$ cat src/rtl/alu_mul_sequencer_if.sv
`default_nettype none
// ============================================================================
// Module   : alu_mul_sequencer_if
// Purpose  : Bundles the multiply handshake, the CPU-side ALU request/result
//            and the ALU-side operand/result signals of alu_mul_sequencer.
// Ports    : slave  - sequencer view (consumes requests, drives the ALU mux)
//            master - environment view (CPU issuing requests, ALU answering)
// Revision : 1.0 - initial release
// ============================================================================
interface alu_mul_sequencer_if #(
  parameter int WIDTH = 32
);
  // Multiply handshake
  logic               start_i;
  logic               flush_i;
  logic [WIDTH-1:0]   mul_a_i;
  logic [WIDTH-1:0]   mul_b_i;
  logic               busy_o;
  logic               done_o;
  logic [2*WIDTH-1:0] prod_o;
  // CPU side of the ALU mux
  logic [WIDTH-1:0]   cpu_src1_i;
  logic [WIDTH-1:0]   cpu_src2_i;
  logic [3:0]         cpu_ctrl_i;
  logic [WIDTH-1:0]   cpu_result_o;
  logic               cpu_stall_o;
  // ALU side of the ALU mux
  logic [WIDTH-1:0]   alu_src1_o;
  logic [WIDTH-1:0]   alu_src2_o;
  logic [3:0]         alu_ctrl_o;
  logic [WIDTH-1:0]   alu_result_i;
  logic               alu_cout_i;

  modport slave (
    input  start_i, flush_i, mul_a_i, mul_b_i,
    input  cpu_src1_i, cpu_src2_i, cpu_ctrl_i,
    input  alu_result_i, alu_cout_i,
    output busy_o, done_o, prod_o,
    output cpu_result_o, cpu_stall_o,
    output alu_src1_o, alu_src2_o, alu_ctrl_o
  );

  modport master (
    output start_i, flush_i, mul_a_i, mul_b_i,
    output cpu_src1_i, cpu_src2_i, cpu_ctrl_i,
    output alu_result_i, alu_cout_i,
    input  busy_o, done_o, prod_o,
    input  cpu_result_o, cpu_stall_o,
    input  alu_src1_o, alu_src2_o, alu_ctrl_o
  );
endinterface
`default_nettype wire

$ cat src/rtl/alu_mul_sequencer.sv
`default_nettype none
// ============================================================================
// Module   : alu_mul_sequencer
// Purpose  : Unsigned WIDTH x WIDTH -> 2*WIDTH shift-add multiplier that
//            borrows the CPU's single-cycle ALU for its additions. When idle
//            the CPU operands pass straight through to the ALU; while a
//            multiply runs the sequencer owns the ALU and stalls the CPU.
// Ports    : clk_i  - clock, rising edge
//            rst_i  - asynchronous active-high reset
//            bus    - alu_mul_sequencer_if.slave (handshake, CPU and ALU mux)
// Revision : 1.0 - initial release
// ============================================================================
module alu_mul_sequencer #(
  parameter int         WIDTH   = 32,
  parameter int         CNT_W   = 6,
  parameter logic [3:0] ALU_ADD = 4'b0010
) (
  input  wire logic                clk_i,
  input  wire logic                rst_i,
  alu_mul_sequencer_if.slave       bus
);

  typedef enum logic [1:0] {
    S_IDLE = 2'd0,
    S_RUN  = 2'd1,
    S_DONE = 2'd2
  } state_t;

  state_t             r_state;
  state_t             w_state_next;
  logic [WIDTH-1:0]   r_acc_hi;
  logic [WIDTH-1:0]   r_acc_lo;
  logic [WIDTH-1:0]   r_mcand;
  logic [CNT_W-1:0]   r_cnt;
  logic [2*WIDTH-1:0] r_prod;

  logic               w_accept;
  logic               w_last;
  logic [2*WIDTH-1:0] w_shifted;
  logic [WIDTH-1:0]   w_alu_src1;
  logic [WIDTH-1:0]   w_alu_src2;
  logic [3:0]         w_alu_ctrl;

  assign w_accept = (r_state == S_IDLE) && bus.start_i && !bus.flush_i;
  assign w_last   = (r_cnt == CNT_W'(WIDTH - 1));

  // {cout, sum, acc_lo} >> 1 keeping the low 2*WIDTH bits: the bit of acc_lo
  // just consumed as the multiplier bit falls off the bottom.
  assign w_shifted = {bus.alu_cout_i, bus.alu_result_i, r_acc_lo[WIDTH-1:1]};

  // Next-state logic
  always_comb begin
    w_state_next = r_state;
    case (r_state)
      S_IDLE:  if (w_accept) w_state_next = S_RUN;
      S_RUN:   if (bus.flush_i) w_state_next = S_IDLE;
               else if (w_last) w_state_next = S_DONE;
      S_DONE:  w_state_next = S_IDLE;
      default: w_state_next = S_IDLE;
    endcase
  end

  // ALU input mux. In DONE the ALU is still held (operands 0, ADD) so the
  // CPU sees no spurious op during its last stalled cycle.
  always_comb begin
    w_alu_src1 = bus.cpu_src1_i;
    w_alu_src2 = bus.cpu_src2_i;
    w_alu_ctrl = bus.cpu_ctrl_i;
    case (r_state)
      S_RUN: begin
        w_alu_src1 = r_acc_hi;
        // Adding zero on skip iterations keeps alu_cout_i low.
        w_alu_src2 = r_acc_lo[0] ? r_mcand : '0;
        w_alu_ctrl = ALU_ADD;
      end
      S_DONE: begin
        w_alu_src1 = '0;
        w_alu_src2 = '0;
        w_alu_ctrl = ALU_ADD;
      end
      default: ;
    endcase
  end

  always_ff @(posedge clk_i or posedge rst_i) begin
    if (rst_i) begin
      r_state  <= S_IDLE;
      r_acc_hi <= '0;
      r_acc_lo <= '0;
      r_mcand  <= '0;
      r_cnt    <= '0;
      r_prod   <= '0;
    end else begin
      r_state <= w_state_next;
      if (w_accept) begin
        r_mcand  <= bus.mul_a_i;
        r_acc_lo <= bus.mul_b_i;
        r_acc_hi <= '0;
        r_cnt    <= '0;
      end else if (r_state == S_RUN && !bus.flush_i) begin
        r_acc_hi <= w_shifted[2*WIDTH-1:WIDTH];
        r_acc_lo <= w_shifted[WIDTH-1:0];
        r_cnt    <= r_cnt + CNT_W'(1);
        if (w_last) r_prod <= w_shifted;
      end
    end
  end

  assign bus.busy_o       = (r_state != S_IDLE);
  // A flush in DONE suppresses the pulse so an aborted op never reports done.
  assign bus.done_o       = (r_state == S_DONE) && !bus.flush_i;
  assign bus.prod_o       = r_prod;
  assign bus.cpu_stall_o  = (r_state != S_IDLE);
  assign bus.cpu_result_o = bus.alu_result_i;
  assign bus.alu_src1_o   = w_alu_src1;
  assign bus.alu_src2_o   = w_alu_src2;
  assign bus.alu_ctrl_o   = w_alu_ctrl;

endmodule
`default_nettype wire
$ cat src/flat_wrapper.sv
// flat-port wrapper written by rule: the top's interface ports become plain ports
module alu_mul_sequencer_flat 
#(
  parameter int         WIDTH   = 32,
  parameter int         CNT_W   = 6,
  parameter logic [3:0] ALU_ADD = 4'b0010
)
  (clk_i, rst_i, bus_start_i, bus_flush_i, bus_mul_a_i, bus_mul_b_i, bus_cpu_src1_i, bus_cpu_src2_i, bus_cpu_ctrl_i, bus_alu_result_i, bus_alu_cout_i, bus_busy_o, bus_done_o, bus_prod_o, bus_cpu_result_o, bus_cpu_stall_o, bus_alu_src1_o, bus_alu_src2_o, bus_alu_ctrl_o);
  alu_mul_sequencer_if #(.WIDTH(WIDTH)) bus_i ();
  input  wire logic clk_i;
  input  wire logic rst_i;
  input wire logic [$bits(bus_i.start_i)-1:0] bus_start_i;
  input wire logic [$bits(bus_i.flush_i)-1:0] bus_flush_i;
  input wire logic [$bits(bus_i.mul_a_i)-1:0] bus_mul_a_i;
  input wire logic [$bits(bus_i.mul_b_i)-1:0] bus_mul_b_i;
  input wire logic [$bits(bus_i.cpu_src1_i)-1:0] bus_cpu_src1_i;
  input wire logic [$bits(bus_i.cpu_src2_i)-1:0] bus_cpu_src2_i;
  input wire logic [$bits(bus_i.cpu_ctrl_i)-1:0] bus_cpu_ctrl_i;
  input wire logic [$bits(bus_i.alu_result_i)-1:0] bus_alu_result_i;
  input wire logic [$bits(bus_i.alu_cout_i)-1:0] bus_alu_cout_i;
  output wire logic [$bits(bus_i.busy_o)-1:0] bus_busy_o;
  output wire logic [$bits(bus_i.done_o)-1:0] bus_done_o;
  output wire logic [$bits(bus_i.prod_o)-1:0] bus_prod_o;
  output wire logic [$bits(bus_i.cpu_result_o)-1:0] bus_cpu_result_o;
  output wire logic [$bits(bus_i.cpu_stall_o)-1:0] bus_cpu_stall_o;
  output wire logic [$bits(bus_i.alu_src1_o)-1:0] bus_alu_src1_o;
  output wire logic [$bits(bus_i.alu_src2_o)-1:0] bus_alu_src2_o;
  output wire logic [$bits(bus_i.alu_ctrl_o)-1:0] bus_alu_ctrl_o;
  assign bus_i.start_i = bus_start_i;
  assign bus_i.flush_i = bus_flush_i;
  assign bus_i.mul_a_i = bus_mul_a_i;
  assign bus_i.mul_b_i = bus_mul_b_i;
  assign bus_i.cpu_src1_i = bus_cpu_src1_i;
  assign bus_i.cpu_src2_i = bus_cpu_src2_i;
  assign bus_i.cpu_ctrl_i = bus_cpu_ctrl_i;
  assign bus_i.alu_result_i = bus_alu_result_i;
  assign bus_i.alu_cout_i = bus_alu_cout_i;
  assign bus_busy_o = bus_i.busy_o;
  assign bus_done_o = bus_i.done_o;
  assign bus_prod_o = bus_i.prod_o;
  assign bus_cpu_result_o = bus_i.cpu_result_o;
  assign bus_cpu_stall_o = bus_i.cpu_stall_o;
  assign bus_alu_src1_o = bus_i.alu_src1_o;
  assign bus_alu_src2_o = bus_i.alu_src2_o;
  assign bus_alu_ctrl_o = bus_i.alu_ctrl_o;
  alu_mul_sequencer #(.WIDTH(WIDTH), .CNT_W(CNT_W), .ALU_ADD(ALU_ADD)) u_core (.clk_i(clk_i), .rst_i(rst_i), .bus(bus_i));
endmodule
$ cat config.mk
export PLATFORM = sky130hd
export DESIGN_NAME = alu_mul_sequencer_flat
export DESIGN_NICKNAME = d
export VERILOG_FILES = /design/src/rtl/alu_mul_sequencer_if.sv /design/src/rtl/alu_mul_sequencer.sv /design/src/flat_wrapper.sv
export SDC_FILE = /design/constraint.sdc
export NUM_CORES = 1
export LEC_CHECK = 0
export CORE_MARGIN = 4
export CORE_UTILIZATION = 46
export CTS_BUF_LIST = sky130_fd_sc_hd__clkbuf_16
export DETAILED_ROUTE_END_ITERATION = 8
export GPL_TIMING_DRIVEN = 0
export PLACE_DENSITY = 0.85
export RECOVER_POWER = 50
export SETUP_SLACK_MARGIN = 0.2
export SYNTH_ARGS = -nofsm -noshare
export SYNTH_HDL_FRONTEND = slang
export SYNTH_SLANG_ARGS = --single-unit
export TNS_END_PERCENT = 20
$ cat constraint.sdc
create_clock -name clk_i -period 11 [get_ports clk_i]
set_input_delay 3.3 -clock clk_i [delete_from_list [all_inputs] [get_ports clk_i]]
set_output_delay 3.3 -clock clk_i [all_outputs]
set_load 0.05 [all_outputs]
==> results of run 1 <==
-- sequential cells by signal (all words and copies together) (netlist names) --
| register | count |
|---|---|
| u_core.r_mcand | 32 |
| u_core.r_acc_hi | 32 |
| u_core.bus.prod_o | 64 |
| u_core.r_state | 2 |
| u_core.r_acc_lo | 32 |
| u_core.r_cnt | 6 |
-- per-layer routing --
layer  vias to the layer above  GRT usage (%)  part of all wire (%)
met3                        51           6.69                   8.1
met4                         2           9.89                   3.2
met2                       318           42.6                    50
li1                       3021              -                     -
met5                         -              0                 0.053
met1                      3257           30.1                    39
-- power breakdown --
group	switching [mW]	internal (mW)	leakage (nW)	total (mW)
clock	0.239	0.284	0.242	0.523
sequential	0.118	0.794	2.20	0.912
combinational	0.778	0.447	3.13	1.22
total	1.13	1.52	5.57	2.66
-- how the worst min path moves through the flow --
stage	to	slack, ns	cells after the start
floorplan	u_core.r_acc_lo[0]$_DFFE_PP0P_	0.45	2
global placement	u_core.r_mcand[28]$_DFFE_PP0P_	0.47	1
detailed placement	u_core.r_acc_lo[0]$_DFFE_PP0P_	0.47	2
CTS	u_core.r_acc_lo[0]$_DFFE_PP0P_	0.49	2
finish	u_core.r_mcand[3]$_DFFE_PP0P_	0.49	1
global route	u_core.r_mcand[3]$_DFFE_PP0P_	0.50	1
-- layout make-up --
| class | instances | share of cell area, % |
|---|---|---|
| Buffer | 80 | 4.16 |
| Clock buffer | 17 | 3.53 |
| Multi-Input combinational cell | 335 | 23.2 |
| Tap cell | 220 | 2.28 |
| Sequential cell | 168 | 34.9 |
| Antenna cell | 1 | 0.0207 |
| Timing Repair Buffer | 336 | 28.0 |
| Inverter | 103 | 3.22 |
| Clock inverter | 12 | 0.685 |
-- synthesized netlist by cell type, types with 2 or more instances --
library cell,n,area [µm²]
a21oi_1,5,25.0
buf_4,33,248
clkbuf_1,20,75.1
buf_8,7,105
o21ai_1,32,160
nand3_1,25,125
inv_1,101,379
nor3_1,2,10.0
buf_2,19,95.1
mux2_1,37,417
nor2b_1,5,31.3
inv_2,2,7.51
mux2_4,60,901
nand2_1,47,176
dfrtp_1,168,4200
ha_1,5,62.6
xnor2_1,2,17.5
a222oi_1,32,320
nor2_1,2,7.51
o21ai_0,36,180
a22o_1,34,298
-- cells by family (layout without fill, tap and decap cells) --
family          after synthesis  after routing  synth area share [%]
compound gates              140            140                  12.6
xor+xnor                      2              2                 0.220
fa+ha+maj                     5              5                 0.787
buf+inv                     183            548                  11.5
flops                       168            168                  52.9
mux                          98             98                  16.7
other cells                   0              1                     0
simple gates                 90             90                  5.31
-- critical path: stages --
cell and delay [ns]:
dlygate4sd3_1 0.63, nor2b_1 0.14, clkdlybuf4s50_1 0.86
-- stage by stage --
stage | worst slack [ns] | hold WS, ns
detailed placement | 2.76 | 0.473
global route | 2.71 | 0.502
CTS | 2.76 | 0.489
floorplan | 3.15 | 0.448
finish | 2.76 | 0.489
global placement | 0.911 | 0.467
==> reports/results.tsv, run 1 <==
stage	metric	value	unit
min_path	Hold WC Path Type	reg -> reg	
clock_network	htree depth	4	
sta	Finish-stage setup viols	0	
die	Site Rows	47	
sta	Final Slew Violations	62	
global_routing	GR Util All Layers	25.0	%
synth	Post-Syn Instances	686	
setup_path	crit end category	output pin	
sta	Tmin final	8.24	ns
cells_and_area	layout overhead on the synthesized area	51.8	%
cells_and_area	most frequent cells in the layout	332 x clkdlybuf4s50_1, 168 x dfrtp_1, 102 x inv_1	
routing	WL per Instance	19.3	µm
setup_path	Setup crit end	bus_done_o	
min_path	Worst Min Path Start	u_core.r_mcand[3]$_DFFE_PP0P_	
cells_and_area	multi-input logic area	0.00280	mm²
clock_network	hold_buf cts	0	
global_routing	grt ovf	0	
clock_network	clock sinks	168	
clock_network	root buffer cell	clkbuf_16	
synth	Avg Inst Size Synth	11.6	µm²
synth	Ys Warns	0	
cells_and_area	post-route cell area	0.0121	mm²
clock_network	maximum root-to-sink buffer count	2	
sta	Least-Margin Pin Slew	2.73	ns
synth	EDFF count, synth	0	
die	# IOs	336	
die	DIE WIDTH	139	µm
placed_design	placed cell area	0.0116	mm²
setup_path	CP startpoint kind	input pin	
die	Die ar.	0.0194	mm²
run_status	status	finished, violations left	
setup_path	origin of the critical flop-to-flop path	u_core.r_state[1]$_DFFE_PP0P_	
cells_and_area	layout net count	1215	
routing	drt drc	0	
sta	Clock Skew	0.0105	ns
run_status	failing checks	max-capacitance violations, max-slew violations	
placed_design	half-perimeter wire length after placement	18700	µm
cells_and_area	commonest non-fill, non-tap cell in the layout	clkdlybuf4s50_1	
cells_and_area	utilization after layout	72.0	%
die	core area	0.0168	mm²
synth	Post-synth ARST share	100	%
sta	period utilisation layout	74.9	%
routing	DRT iter0 DRCs	581	
setup_path	r2r endpoint	u_core.bus.prod_o[27]$_DFFE_PP0P_	
cells_and_area	Register Area	0.00420	mm²
power_and_ir_drop	P_leak	5.57	nW
placed_design	PortBufs	335	
die	Initial Util	47.4	%
clock_network	post-CTS setup buffers	0	
global_routing	initial antenna violation count	2	
sta	RSZ-0062 raised after global routing	false	
clock_network	TritonCTS clock tree	built	
synth	register bit total from synthesis	168	
clock_network	Worst-Skew Late Latency	0.42	ns
sta	TNS Setup	0	ns
cells_and_area	Layout Cells excl Fill	1272	
global_routing	vias in the first global route	7070	
setup_path	critical path arrival	4.94	ns
setup_path	worst r2r path cells	9	
power_and_ir_drop	VDD IR max	0.000185	V
setup_path	worst reg2reg setup slack	7.74	ns
cells_and_area	number of fill cells	1222	
clock_network	CTS Buf Count	17	
placed_design	RePlAce Congestion	0.886	
clock_network	Clock Pin Slew Worst Setup and Hold Paths	0.06	ns
die	die extent in y	139	µm
sta	Final Hold Viols	0	
synth	predominant post-synthesis flop cell	dfrtp_1	
global_routing	largest net degree at the start of global routing	108	
routing	DRT Wirelength	24500	µm
power_and_ir_drop	final total power	2.66	mW
placed_design	placed cells	1242	
global_routing	first-pass GRT wire length	38600	µm
setup_path	worst setup path class	in -> out	
sta	achievable clock frequency	0.121	GHz
synth	Synth Net Count	860	
setup_path	crit path from	bus_flush_i	
sta	Slew headroom	-83.3	%
synth	Netlist cell types	33	
cells_and_area	layout cells sized above 1	13.1	%
setup_path	WP data required	7.70	ns
routing	Detailed Routing Iterations Pass 1	9	
power_and_ir_drop	Power Dens Cells	220	mW/mm²
clock_network	CTS resizes	0	
setup_path	CP Max Fanout	6	
synth	Synth Cell Area	0.00795	mm²
routing	Vias	6649	
routing	ANT nets after route	0	
flow_run	Max Cap Viol	1	
routing	drt via density	5.23	
synth	sequential share of the synthesized area	52.9	%
No activity file was read; power rests on OpenSTA's default activity.
==> run 2, diff against run 1 <==
--- a/config.mk
+++ b/config.mk
@@ -6,11 +6,11 @@
 export NUM_CORES = 1
 export LEC_CHECK = 0
 export CORE_MARGIN = 4
-export CORE_UTILIZATION = 46
+export CORE_UTILIZATION = 43
 export CTS_BUF_LIST = sky130_fd_sc_hd__clkbuf_16
 export DETAILED_ROUTE_END_ITERATION = 8
 export GPL_TIMING_DRIVEN = 0
-export PLACE_DENSITY = 0.85
+export PLACE_DENSITY = 0.8
 export RECOVER_POWER = 50
 export SETUP_SLACK_MARGIN = 0.2
 export SYNTH_ARGS = -nofsm -noshare
==> constraint.sdc (replaced) <==
create_clock -name clk_i -period 7.9 [get_ports clk_i]
set_input_delay 2.37 -clock clk_i [delete_from_list [all_inputs] [get_ports clk_i]]
set_output_delay 2.37 -clock clk_i [all_outputs]
set_load 0.05 [all_outputs]
==> reports/results.tsv, run 2 (synthesis gave the netlist of run 1 again) <==
stage	metric	value	unit
clock_network	clock sinks	168	
flow_run	Max Cap Viol	1	
clock_network	maximum root-to-sink buffer count	2	
routing	drt via density	5.13	
global_routing	global-route met1 utilization	28.7	%
power_and_ir_drop	Net Sw Power	1.64	mW
clock_network	root buffer cell	clkbuf_16	
cells_and_area	layout overhead on the synthesized area	53.1	%
routing	WL per Instance	19.5	µm
sta	setup ws final	1.55	ns
global_routing	initial antenna violation count	1	
die	Initial Util	43.9	%
global_routing	GRT met3 Usage	6.76	%
setup_path	WP data required	5.53	ns
sta	hold slack	0.488	ns
clock_network	hold_buf cts	0	
cells_and_area	layout cells sized above 1	13.8	%
min_path	Hold WC Path Type	reg -> reg	
die	# IOs	336	
run_status	status	finished, violations left	
die	die extent in y	144	µm
cells_and_area	number of fill cells	1372	
power_and_ir_drop	register share of total power	33.2	%
sta	period utilisation layout	80.4	%
setup_path	crit end category	output pin	
clock_network	Clock Pin Slew Worst Setup and Hold Paths	0.07	ns
clock_network	CTS Buf Count	17	
routing	Detailed Routing Iterations Pass 1	9	
clock_network	TritonCTS clock tree	built	
global_routing	GR Util met2	41.4	%
cells_and_area	most frequent cells in the layout	332 x clkdlybuf4s50_1, 168 x dfrtp_1, 102 x inv_1	
sta	Final Slew Violations	68	
placed_design	PortBufs	335	
die	Site Rows	49	
run_status	failing checks	design-rule violations, max-capacitance violations, max-slew violations	
sta	RSZ-0062 raised after global routing	false	
sta	achievable clock frequency	0.157	GHz
die	Die ar.	0.0207	mm²
clock_network	htree depth	4	
placed_design	half-perimeter wire length after placement	18600	µm
sta	Slew headroom	-105	%
cells_and_area	number of flip-flops in the largest register	64	
power_and_ir_drop	Comb power frac	45.0	%
setup_path	crit-path max cell delay	0.85	ns
placed_design	RePlAce Congestion	0.820	
power_and_ir_drop	clock power share	21.8	%
placed_design	worst slack, placed	1.55	ns
setup_path	Worst Path Buf+Inv	2	
global_routing	most used routing layer	met2	
routing	ANT nets after route	0	
routing	Vias	6588	
sta	Least-Margin Pin Slew	3.06	ns
power_and_ir_drop	cell internal pwr	2.18	mW
cells_and_area	# diodes	0	
die	DIE WIDTH	144	µm
power_and_ir_drop	VDD IR max	0.000203	V
clock_network	post-CTS setup buffers	0	
sta	Clock Skew	0.00998	ns
die	core area	0.0181	mm²
setup_path	worst setup path class	in -> out	
global_routing	vias in the first global route	6656	
routing	drt drc	13	
cells_and_area	layout net count	1215	
sta	Finish-stage setup viols	0	
power_and_ir_drop	Power Dens Cells	313	mW/mm²
setup_path	critical path arrival	3.98	ns
setup_path	CP Max Fanout	6	
setup_path	CP delay by family, top	buffers and inverters	
setup_path	CP startpoint kind	input pin	
clock_network	CTS resizes	0	
setup_path	CP Cell Sequence	dlygate4sd3_1 > nor2b_1 > clkdlybuf4s50_1	
power_and_ir_drop	Net Sw Frac	42.9	%
sta	Final Hold Viols	0	
global_routing	first-pass GRT wire length	37800	µm
routing	DRT Wirelength	25100	µm
sta	Tmin final	6.35	ns
clock_network	Worst-Skew Late Latency	0.42	ns
global_routing	grt ovf	0	
setup_path	CP max-delay cell	clkdlybuf4s50_1	
cells_and_area	commonest non-fill, non-tap cell in the layout	clkdlybuf4s50_1	
global_routing	GR Util All Layers	23.8	%
global_routing	largest net degree at the start of global routing	102	
routing	DRT iter0 DRCs	574	
power_and_ir_drop	P_leak	5.64	nW
run 2: final timing paths:
path                                               startpoint                           endpoint  slack, ns  cells past startpoint
max in group asynchronous                               rst_i    u_core.r_acc_lo[27]$_DFFE_PP0P_       3.22                      3
worst min register to register  u_core.r_mcand[9]$_DFFE_PP0P_      u_core.r_mcand[9]$_DFFE_PP0P_       0.49                      1
worst max-delay path                              bus_flush_i                         bus_done_o       1.55                      3
min in group asynchronous                               rst_i     u_core.r_acc_hi[6]$_DFFE_PP0P_       3.27                      2
worst min-delay path            u_core.r_mcand[9]$_DFFE_PP0P_      u_core.r_mcand[9]$_DFFE_PP0P_       0.49                      1
worst max register to register  u_core.r_state[1]$_DFFE_PP0P_  u_core.bus.prod_o[61]$_DFFE_PP0P_       5.25                      9
run 2: metal layers:
layer | up-vias | share of wire (%)
met2 | 314 | 51
met1 | 3210 | 39
met5 | - | 0.052
li1 | 3026 | -
met4 | 2 | 2.0
met3 | 36 | 8.7
run 2: cell type report:
type	count	area (µm²)	area share [%]
flip-flops and latches	168	4200	34.6
repair buffers	336	3380	27.8
multi-input cells	335	2810	23.1
plain buffers	80	514	4.23
clock buffers	17	425	3.50
inverters	103	388	3.19
well taps	229	287	2.36
clock inverters	15	161	1.33
run 2: worst reg2reg max path, delay by kind of cell, from the launching register on:
family / cells / cell delay, ns
and+or+nand+nor: 2 / 0.44
AOI/OAI and AO/OA: 1 / 0.55
adders and majority gates: 1 / 0.14
muxes: 1 / 0.32
buffers and inverters: 4 / 0.70
DFF: 1 / 0.41
run 2: metrics by stage:
stage,instance area [µm²],power (mW),TNS [ns],std cells,util [%]
floorplan,7950,2.37,0,686,-
global placement,11600,2.96,-214.88,1250,64.1
detailed placement,11600,3.00,0,1251,64.3
CTS,12200,3.85,0,1283,67.5
global route,12200,4.01,0,1283,67.3
finish,12200,3.81,0,1283,67.3
run 2: power by group through the flow:
stage / Combinational [mW] / Sequential, mW / Clock (mW)
5_1_grt: 1.83 / 1.30 / 0.887
2_1_floorplan: 1.15 / 1.22 / 0
6_report: 1.71 / 1.27 / 0.832
3_5_place_dp: 1.73 / 1.27 / 0
3_3_place_gp: 1.70 / 1.26 / 0
4_1_cts: 1.74 / 1.26 / 0.846
==> run 3, diff against run 2 <==
--- a/config.mk
+++ b/config.mk
@@ -6,11 +6,11 @@
 export NUM_CORES = 1
 export LEC_CHECK = 0
 export CORE_MARGIN = 4
-export CORE_UTILIZATION = 43
+export CORE_UTILIZATION = 39
 export CTS_BUF_LIST = sky130_fd_sc_hd__clkbuf_16
 export DETAILED_ROUTE_END_ITERATION = 8
 export GPL_TIMING_DRIVEN = 0
-export PLACE_DENSITY = 0.8
+export PLACE_DENSITY = 0.76
 export RECOVER_POWER = 50
 export SETUP_SLACK_MARGIN = 0.2
 export SYNTH_ARGS = -nofsm -noshare
==> constraint.sdc (replaced) <==
create_clock -name clk_i -period 5.2 [get_ports clk_i]
set_input_delay 1.56 -clock clk_i [delete_from_list [all_inputs] [get_ports clk_i]]
set_output_delay 1.56 -clock clk_i [all_outputs]
set_load 0.05 [all_outputs]
==> reports/results.tsv, run 3 (synthesis gave the netlist of run 1 again) <==
stage	metric	value	unit
sta	Slew headroom	-50.5	%
setup_path	origin of the critical flop-to-flop path	u_core.r_state[1]$_DFFE_PP0P_	
global_routing	grt ovf	0	
clock_network	Worst-Skew Late Latency	0.42	ns
setup_path	crit end category	output pin	
min_path	Hold Crit Endpoint	u_core.r_mcand[11]$_DFFE_PP0P_	
setup_path	worst setup path class	reg -> out	
routing	WL per Instance	18.7	µm
clock_network	root buffer cell	clkbuf_16	
global_routing	vias in the first global route	6589	
sta	TNS Setup	0	ns
min_path	Worst Min Path Start	u_core.r_mcand[11]$_DFFE_PP0P_	
clock_network	hold_buf cts	0	
die	Initial Util	40.2	%
power_and_ir_drop	final total power	5.79	mW
clock_network	post-CTS setup buffers	0	
cells_and_area	layout net count	1218	
routing	Detailed Routing Iterations Pass 1	7	
setup_path	r2r endpoint	u_core.bus.prod_o[60]$_DFFE_PP0P_	
global_routing	GR Util All Layers	21.3	%
power_and_ir_drop	P_leak	5.66	nW
die	DIE WIDTH	151	µm
clock_network	Clock Pin Slew Worst Setup and Hold Paths	0.06	ns
setup_path	worst reg2reg setup slack	2.32	ns
global_routing	largest net degree at the start of global routing	42	
sta	Clock Skew	0.00751	ns
setup_path	crit-path max cell delay	0.84	ns
routing	ANT nets after route	0	
die	# IOs	336	
cells_and_area	commonest non-fill, non-tap cell in the layout	clkdlybuf4s50_1	
setup_path	CP startpoint kind	flop	
clock_network	maximum root-to-sink buffer count	2	
min_path	hold depth	1	
cells_and_area	# diodes	0	
run_status	status	finished, violations left	
sta	Final Hold Viols	0	
global_routing	initial antenna violation count	1	
routing	Vias	6483	
die	core area	0.0198	mm²
routing	drt drc	0	
die	die extent in y	151	µm
die	Die ar.	0.0227	mm²
sta	RSZ-0062 raised after global routing	false	
placed_design	RePlAce Congestion	0.784	
flow_run	Max Cap Viol	2	
cells_and_area	number of flip-flops in the largest register	64	
routing	DRT iter0 DRCs	366	
sta	Final Slew Violations	81	
power_and_ir_drop	Power Dens Cells	473	mW/mm²
clock_network	clock sinks	168	
sta	period utilisation layout	92.4	%
placed_design	PortBufs	335	
global_routing	first-pass GRT wire length	37200	µm
cells_and_area	layout cells sized above 1	13.8	%
sta	Tmin final	4.80	ns
die	Site Rows	51	
cells_and_area	layout overhead on the synthesized area	54.0	%
setup_path	worst r2r path cells	9	
routing	drt via density	4.90	
setup_path	WP data required	3.64	ns
sta	achievable clock frequency	0.208	GHz
setup_path	CP Cell Sequence	inv_1 > ha_1 > clkbuf_2 > and3_1 > clkbuf_1 > buf_2 > nand2_1 > o21ai_1 > clkdlybuf4s50_1	
setup_path	CP max-delay cell	clkdlybuf4s50_1	
setup_path	CP Max Fanout	10	
setup_path	critical path arrival	3.24	ns
run_status	failing checks	max-capacitance violations, max-slew violations	
clock_network	TritonCTS clock tree	built	
sta	Finish-stage setup viols	0	
clock_network	htree depth	4	
routing	DRT Wirelength	24700	µm
min_path	Hold WC Path Type	reg -> reg	
clock_network	CTS Buf Count	17	
placed_design	half-perimeter wire length after placement	19100	µm
cells_and_area	post-route cell area	0.0122	mm²
cells_and_area	most frequent cells in the layout	331 x clkdlybuf4s50_1, 168 x dfrtp_1, 102 x inv_1	
power_and_ir_drop	VDD IR max	0.000312	V
sta	Least-Margin Pin Slew	2.26	ns
placed_design	placed cell area	0.0117	mm²
[run 3: how the worst max path moves through the flow]
| stage | cells past startpoint | start | endpoint |
|---|---|---|---|
| after floorplan | 2 | bus_cpu_src1_i[0] | bus_alu_src1_o[0] |
| after global placement | 2 | rst_i | u_core.r_mcand[21]$_DFFE_PP0P_ |
| after detailed placement | 4 | bus_cpu_src1_i[19] | bus_alu_src1_o[19] |
| after CTS | 9 | u_core.r_state[0]$_DFFE_PP0P_ | bus_alu_src2_o[11] |
| after global routing | 9 | u_core.r_state[0]$_DFFE_PP0P_ | bus_alu_src2_o[11] |
| final | 9 | u_core.r_state[1]$_DFFE_PP0P_ | bus_alu_src2_o[6] |
[run 3: area by class of cell]
cell class,count,area (µm²)
Timing Repair Buffer,339,3400
Clock buffer,17,425
Sequential cell,168,4200
Clock inverter,15,164
Buffer,80,514
Inverter,103,388
Multi-Input combinational cell,335,2810
Tap cell,265,332
Fill cell,1653,7550
[run 3: where the power goes]
group / total [mW] / switching, mW / internal (mW)
combinational: 2.59 / 1.65 / 0.947
sequential: 1.92 / 0.241 / 1.68
clock: 1.27 / 0.553 / 0.719
total: 5.79 / 2.44 / 3.35
[run 3: stage by stage]
step / setup WS, ns / hold slack [ns] / utilization (%) / instances
2_1_floorplan: 0.975 / 0.448 / - / 686
3_3_place_gp: 0.0980 / 0.467 / 58.8 / 1286
3_5_place_dp: 0.412 / 0.475 / 59.2 / 1290
4_1_cts: 0.311 / 0.491 / 62.2 / 1322
5_1_grt: 0.204 / 0.501 / 61.9 / 1322
6_report: 0.397 / 0.486 / 61.9 / 1322
[run 3: timing repair]
action,4_1_cts,5_1_grt
setup endpoints to repair,42,1
endpoints found under the hold margin,0,0
gates resized for setup,1,1
[run 3: layer usage]
layer	global-route usage (%)	vias up	wire, µm
li1	-	3049	-
met5	0	-	13
met4	4.35	2	153
met3	5.54	12	1980
met1	26.6	3156	10100
met2	37.2	264	12500
[run 3: critical path: cells and delay by family, from the launching register on]
kind / cells / cell delay (ns)
buffers and inverters: 5 / 1.70
AOI/OAI and AO/OA: 1 / 0.13
and+or+nand+nor: 2 / 0.28
DFF: 1 / 0.38
adders and majority gates: 1 / 0.33
